<file path="config.mk">
export PLATFORM = sky130hd
export DESIGN_NAME = mm_score_engine
export DESIGN_NICKNAME = d
export VERILOG_FILES = /design/src/rtl/mm_pkg.sv /design/src/rtl/mm_first_match.sv /design/src/rtl/mm_score_engine.sv
export SDC_FILE = /design/constraint.sdc
export NUM_CORES = 1
export LEC_CHECK = 0
export CAP_MARGIN = 10
export CORE_MARGIN = 3
export CORE_UTILIZATION = 40
export DETAILED_ROUTE_END_ITERATION = 10
export PLACE_DENSITY = 0.58
export SKIP_LAST_GASP = 1
export SYNTH_ARGS = -nofsm -noshare
export SYNTH_HDL_FRONTEND = slang
export SYNTH_SLANG_ARGS = --single-unit
</file>
<file path="constraint.sdc">
create_clock -name clk -period 4.2 [get_ports clk]
set_input_delay 1.26 -clock clk [delete_from_list [all_inputs] [get_ports clk]]
set_output_delay 1.26 -clock clk [all_outputs]
set_load 0.005 [all_outputs]
</file>
<file path="src/rtl/mm_pkg.sv">
// Shared types and helpers for the Mastermind scoring engine: FSM state,
// count-width helpers and a peg extractor over a max-size packed vector.
package mm_pkg;

    typedef enum logic [1:0] {IDLE, RED, WHITE, DONE} mm_state_t;

    localparam int MAX_PEGS    = 8;
    localparam int MAX_COLOR_W = 8;
    localparam int MAX_BITS    = MAX_PEGS * MAX_COLOR_W;

    function automatic int count_w(input int num_pegs);
        return $clog2(num_pegs + 1);
    endfunction

    function automatic int guess_w(input int max_guesses);
        return $clog2(max_guesses + 1);
    endfunction

    // Callers zero-extend their packed code into MAX_BITS; colour bits above
    // color_w come back as zero so full-width compares stay exact.
    function automatic logic [MAX_COLOR_W-1:0] peg_at(input logic [MAX_BITS-1:0] vec,
                                                      input int idx, input int color_w);
        logic [MAX_BITS-1:0]    shifted;
        logic [MAX_COLOR_W-1:0] peg;
        shifted = vec >> (idx * color_w);
        peg = '0;
        for (int b = 0; b < MAX_COLOR_W; b++) begin
            if (b < color_w) peg[b] = shifted[b];
        end
        return peg;
    endfunction

endpackage

</file>
<file path="src/rtl/mm_first_match.sv">
// Priority finder: lowest guess peg that is not yet used and has the given colour.
module mm_first_match
    import mm_pkg::*;
#(
    parameter int NUM_PEGS = 4,
    parameter int COLOR_W  = 3
) (
    input  logic [COLOR_W-1:0]          colour,
    input  logic [NUM_PEGS*COLOR_W-1:0] guess,
    input  logic [NUM_PEGS-1:0]         used,
    output logic                        found,
    output logic [NUM_PEGS-1:0]         onehot
);

    logic [MAX_BITS-1:0]    guess_ext;
    logic [MAX_COLOR_W-1:0] peg;

    always_comb begin
        guess_ext = '0;
        guess_ext[NUM_PEGS*COLOR_W-1:0] = guess;
        found  = 1'b0;
        onehot = '0;
        peg    = '0;
        for (int j = 0; j < NUM_PEGS; j++) begin
            peg = peg_at(guess_ext, j, COLOR_W);
            if (!found && !used[j] && (peg == MAX_COLOR_W'(colour))) begin
                onehot[j] = 1'b1;
                found     = 1'b1;
            end
        end
    end

endmodule

</file>
<file path="src/rtl/mm_score_engine.sv">
// Mastermind feedback engine: scores one guess with a two-phase red/white
// scan and tracks guess count and the sticky win/lose state of the game.
module mm_score_engine
    import mm_pkg::*;
#(
    parameter int NUM_PEGS    = 4,
    parameter int COLOR_W     = 3,
    parameter int MAX_GUESSES = 8,
    localparam int CW = count_w(NUM_PEGS),
    localparam int GW = guess_w(MAX_GUESSES)
) (
    input  logic                        clk,
    input  logic                        reset,
    input  logic                        start,
    input  logic                        new_game,
    input  logic [NUM_PEGS*COLOR_W-1:0] code,
    input  logic [NUM_PEGS*COLOR_W-1:0] guess,
    output logic                        busy,
    output logic                        done,
    output logic [CW-1:0]               red,
    output logic [CW-1:0]               white,
    output logic [GW-1:0]               guess_count,
    output logic                        win,
    output logic                        lose
);

    localparam int KW = $clog2(NUM_PEGS);
    localparam int PW = NUM_PEGS * COLOR_W;

    // Handshake: start is taken only in IDLE with no game over and no new_game;
    // busy then stays high until the end of the single-cycle done pulse, and
    // red/white/guess_count/win/lose are valid from the done cycle onward.
    mm_state_t            state;
    logic [KW-1:0]        k;
    logic [PW-1:0]        cg;
    logic [PW-1:0]        gg;
    logic [NUM_PEGS-1:0]  code_used;
    logic [NUM_PEGS-1:0]  guess_used;
    logic [CW-1:0]        red_acc;
    logic [CW-1:0]        white_acc;

    logic [MAX_BITS-1:0]    cg_ext;
    logic [MAX_BITS-1:0]    gg_ext;
    logic [MAX_COLOR_W-1:0] code_peg;
    logic [MAX_COLOR_W-1:0] guess_peg;
    logic                   exact_hit;
    logic                   white_hit;
    logic                   last_peg;
    logic                   accept;
    logic                   win_next;
    logic                   lose_next;
    logic                   match_found;
    logic [NUM_PEGS-1:0]    match_onehot;
    logic [CW-1:0]          white_final;
    logic [GW-1:0]          count_next;

    always_comb begin
        cg_ext = '0;
        cg_ext[PW-1:0] = cg;
        gg_ext = '0;
        gg_ext[PW-1:0] = gg;
        code_peg  = peg_at(cg_ext, int'(k), COLOR_W);
        guess_peg = peg_at(gg_ext, int'(k), COLOR_W);
    end

    mm_first_match #(
        .NUM_PEGS (NUM_PEGS),
        .COLOR_W  (COLOR_W)
    ) u_first_match (
        .colour (code_peg[COLOR_W-1:0]),
        .guess  (gg),
        .used   (guess_used),
        .found  (match_found),
        .onehot (match_onehot)
    );

    assign exact_hit   = (code_peg == guess_peg);
    assign white_hit   = !code_used[k] && match_found;
    assign last_peg    = (k == KW'(NUM_PEGS - 1));
    assign accept      = start && !win && !lose;
    assign white_final = white_acc + CW'(white_hit);
    assign win_next    = (red_acc == CW'(NUM_PEGS));
    assign lose_next   = !win_next && ((guess_count + GW'(1)) == GW'(MAX_GUESSES));
    assign count_next  = (guess_count == GW'(MAX_GUESSES)) ? guess_count
                                                           : guess_count + GW'(1);

    // Results are registered on the final WHITE step so they appear together
    // with done in the DONE cycle.
    always_ff @(posedge clk or posedge reset) begin
        if (reset) begin
            state       <= IDLE;
            k           <= '0;
            cg          <= '0;
            gg          <= '0;
            code_used   <= '0;
            guess_used  <= '0;
            red_acc     <= '0;
            white_acc   <= '0;
            busy        <= 1'b0;
            done        <= 1'b0;
            red         <= '0;
            white       <= '0;
            guess_count <= '0;
            win         <= 1'b0;
            lose        <= 1'b0;
        end else if (new_game) begin
            state       <= IDLE;
            k           <= '0;
            busy        <= 1'b0;
            done        <= 1'b0;
            red         <= '0;
            white       <= '0;
            guess_count <= '0;
            win         <= 1'b0;
            lose        <= 1'b0;
        end else begin
            done <= 1'b0;
            case (state)
                IDLE: begin
                    if (accept) begin
                        cg         <= code;
                        gg         <= guess;
                        code_used  <= '0;
                        guess_used <= '0;
                        red_acc    <= '0;
                        white_acc  <= '0;
                        k          <= '0;
                        busy       <= 1'b1;
                        state      <= RED;
                    end
                end
                RED: begin
                    if (exact_hit) begin
                        code_used[k]  <= 1'b1;
                        guess_used[k] <= 1'b1;
                        red_acc       <= red_acc + CW'(1);
                    end
                    if (last_peg) begin
                        k     <= '0;
                        state <= WHITE;
                    end else begin
                        k <= k + KW'(1);
                    end
                end
                WHITE: begin
                    if (white_hit) begin
                        guess_used <= guess_used | match_onehot;
                        white_acc  <= white_final;
                    end
                    if (last_peg) begin
                        k           <= '0;
                        state       <= DONE;
                        done        <= 1'b1;
                        red         <= red_acc;
                        white       <= white_final;
                        guess_count <= count_next;
                        win         <= win | win_next;
                        lose        <= lose | lose_next;
                    end else begin
                        k <= k + KW'(1);
                    end
                end
                DONE: begin
                    busy  <= 1'b0;
                    state <= IDLE;
                end
                default: state <= IDLE;
            endcase
        end
    end

endmodule

</file>
==> flow_summary.toml <==
[min_path]
hold_class = "reg2reg"
hold_path_end = "code_used[1]$_DFFE_PP0P_"
min_path_cells = 2
min_from = "code_used[1]$_DFFE_PP0P_"

[power_and_ir_drop]
comb_power_share_pct = 45.3
clockPowerShare_pct = 16.3
swShare_pct = 38.6
pwr-share-seq_pct = 38.4
p_per_area_nw_per_um2 = 613
p_int_mw = 1.38
ir_drop_v = 0.000294
power.switching_mw = 0.869
p_leak_nw = 1.50

[cells_and_area]
mostFrequentLayoutCells = "dfrtp_1 (56), clkdlybuf4s50_1 (41), mux2_2 (24)"
multi_input_area_sq_um = 1550
n_antenna_cell = 0
seq_area_sq_um = 1400
fin_nets = 354
fin_area_sq_um = 3670
layout-drive-gt1-share_pct = 14.8
syn2layout_area_growth_pct = 19.4
final_common_cell = "dfrtp_1"
nFillCells = 687

[floorplanning]
initial_utilization_pct = 41.7
dieArea_sq_um = 8770
die_w_um = 93.7
fp-row-count = 31
fp.coreArea_sq_um = 7370
io_pins = 42
die_h_um = 93.7

[setup_path]
cp_max_fo = 12
timing.rr.start = "k[0]$_DFFE_PP0P_"
cp_data_arrival_time_ns = 4.05
worst_setup_path_end_kind = "register"
crit_type = "reg2reg"
r2r_cells = 11
required_ns = 4.45
reg2reg_setup_slack_ns = 0.40
r2r-end = "white_acc[2]$_DFFE_PP0P_"
critPathLaunchType = "register"

[grt]
grt_pass1_wl_mm = 11.1
antenna_found_initial = 0
grt_pass1_vias = 2202
grt-ovfl-total = 0
gr-usage-all-layers_pct = 15.8
grt_max_degree = 37

[synth]
synth_top_area_share_pct = 45.6
synth_async_sr_flop_share_pct = 100
synth_area_sq_um = 3070
synth_top_cell_by_area = "dfrtp_1"
synth_ff_type = "dfrtp_1"
ys_types = 47
syn-num-nets = 316
synth_area_leaders = "dfrtp_1 (46%), mux2_2 (8.8%), ha_1 (6.5%), xnor2_1 (4.6%), mux4_1 (3.4%)"
yosysWarnings = 0
synth-edff-count = 0
postSynthAreaPerCell_sq_um = 11.3
synth_seq_area_share_pct = 45.6
syn_inst = 272
synth_seq_cells = 56

[clock_network]
cts_resized = 0
cts_buffers = 5
clkTransAtPathRegs_ns = 0.11
post_cts_buffers = 0
cts_max_level = 2
clock_sinks = 56
cts_hold_buf = 0
clkLatencyLatePin_ns = 0.31
cts_tree = "done"
cts_max_path_buffers = 2
root_buffer = "clkbuf_8"

[sta]
rsz0062_at_grt = "no"
fmax_mhz = 263
hold_viol = 0
max_slew.worst_pin.slew_ns = 0.592
slew_violations = 0
skew_ns = 0.00734
slew_headroom_pct = 60.3
tns_ns = 0
setup_viol = 0
min_period_ns = 3.80
fin_crit_sh_pct = 90.5

[drt]
drtPass1Iterations = 4
vias = 2172
wl_per_cell_um = 15.5
drc = 0
dr.first_iter.drc_count = 113
wirelength_mm = 6.35
ant_nets = 0
vias_per_cell = 5.30

[placement]
dp_hpwl_mm = 4.71
io_buffers = 41
postPlaceCellArea_sq_um = 3560
finalWeightedCongestion = 0.794

[job]
cap_violations = 0

[status]
run_status = "completed"
-- routing by layer --
metal / track usage, % / vias up / wire [um]
li1: - / 1050 / -
met3: 2.64 / 5 / 173
met2: 24.4 / 34 / 2970
met1: 23.2 / 1083 / 3130
met5: 0 / - / 0
met4: 4.09 / 0 / 69
-- cells by family (layout without fill, tap and decap cells) --
logic type | count (synthesis) | after routing | share of synthesized area (%)
buffers and inverters | 27 | 66 | 4.11
xor gates and xnor gates | 20 | 20 | 5.70
muxes | 33 | 33 | 15.1
and+or+nand+nor | 69 | 69 | 10.9
adders and majority gates | 16 | 16 | 6.51
AOI/OAI and AO/OA | 51 | 51 | 12.1
DFF | 56 | 56 | 45.6
-- synthesized netlist by cell type (2+ instances only) --
master,instances
a31oi_1,2
a211oi_2,2
buf_6,3
mux2i_1,2
mux4_1,4
ha_1,16
o21ai_0,6
nand2_1,22
clkbuf_1,9
nand3_1,5
xnor2_1,16
a211oi_1,6
nor2_1,23
a32oi_1,2
mux2_2,24
o41ai_1,2
dfrtp_1,56
xor2_1,4
nand4_1,4
inv_1,13
nand2b_1,4
mux4_2,3
a21oi_1,16
nand4b_1,3
o21bai_1,2
o311ai_1,2
-- cell type report --
cell class                 count  share of cell area, %
multi-input combinational    189                   42.1
inverter                      14                   1.47
timing repair buffer          44                   11.8
tap                           99                   3.38
clock inverter                 2                   1.06
clock buffer                   6                   1.98
sequential                    56                   38.2
-- flip-flops by register name, summed over array words and instances, names as in the netlist --
name         cells
red_acc          3
red              3
guess_count      4
k                2
guess_used       4
lose             1
cg              12
white_acc        3
white            3
state            2
code_used        4
busy             1
win              1
gg              12
done             1
-- worst max path at each step --
stage,from,depth (start not counted),to,slack (ns)
6_report,k[0]$_DFFE_PP0P_,11,white_acc[2]$_DFFE_PP0P_,0.40
5_1_grt,k[0]$_DFFE_PP0P_,11,white_acc[2]$_DFFE_PP0P_,0.18
4_1_cts,k[0]$_DFFE_PP0P_,11,white_acc[2]$_DFFE_PP0P_,0.39
3_5_place_dp,k[0]$_DFFE_PP0P_,11,white_acc[2]$_DFFE_PP0P_,0.42
3_3_place_gp,k[0]$_DFFE_PP0P_,11,white_acc[2]$_DFFE_PP0P_,0.57
2_1_floorplan,k[0]$_DFFE_PP0P_,14,white_acc[2]$_DFFE_PP0P_,0.86
-- power groups by stage --
stage	Clock (mW)	Combinational, mW	Sequential, mW
finish	0.366	1.02	0.864
global route	0.397	1.13	0.893
CTS	0.379	1.03	0.866
detailed placement	0	1.02	0.875
global placement	0	1.00	0.881
floorplan	0	0.896	0.811
-- critical path, stage by stage (launching register included) --
cell,delay (ns)
dfrtp_1,0.71
mux4_2,0.69
xor2_1,0.19
or4_4,0.54
a41o_1,0.36
clkinv_2,0.10
ha_1,0.14
ha_1,0.18
nand2b_1,0.09
a41oi_2,0.19
or4b_1,0.46
nand3b_1,0.09
-- stage by stage --
step	power, mW	util [%]	setup WS, ns	hold WS, ns	cells
floorplan	1.71	-	0.862	0.454	272
global placement	1.88	48.3	0.571	0.480	402
detailed placement	1.90	48.3	0.420	0.491	402
CTS	2.27	49.8	0.395	0.516	410
global route	2.42	49.8	0.177	0.541	410
finish	2.25	49.8	0.399	0.504	410
(Power assumes the default switching activity.)
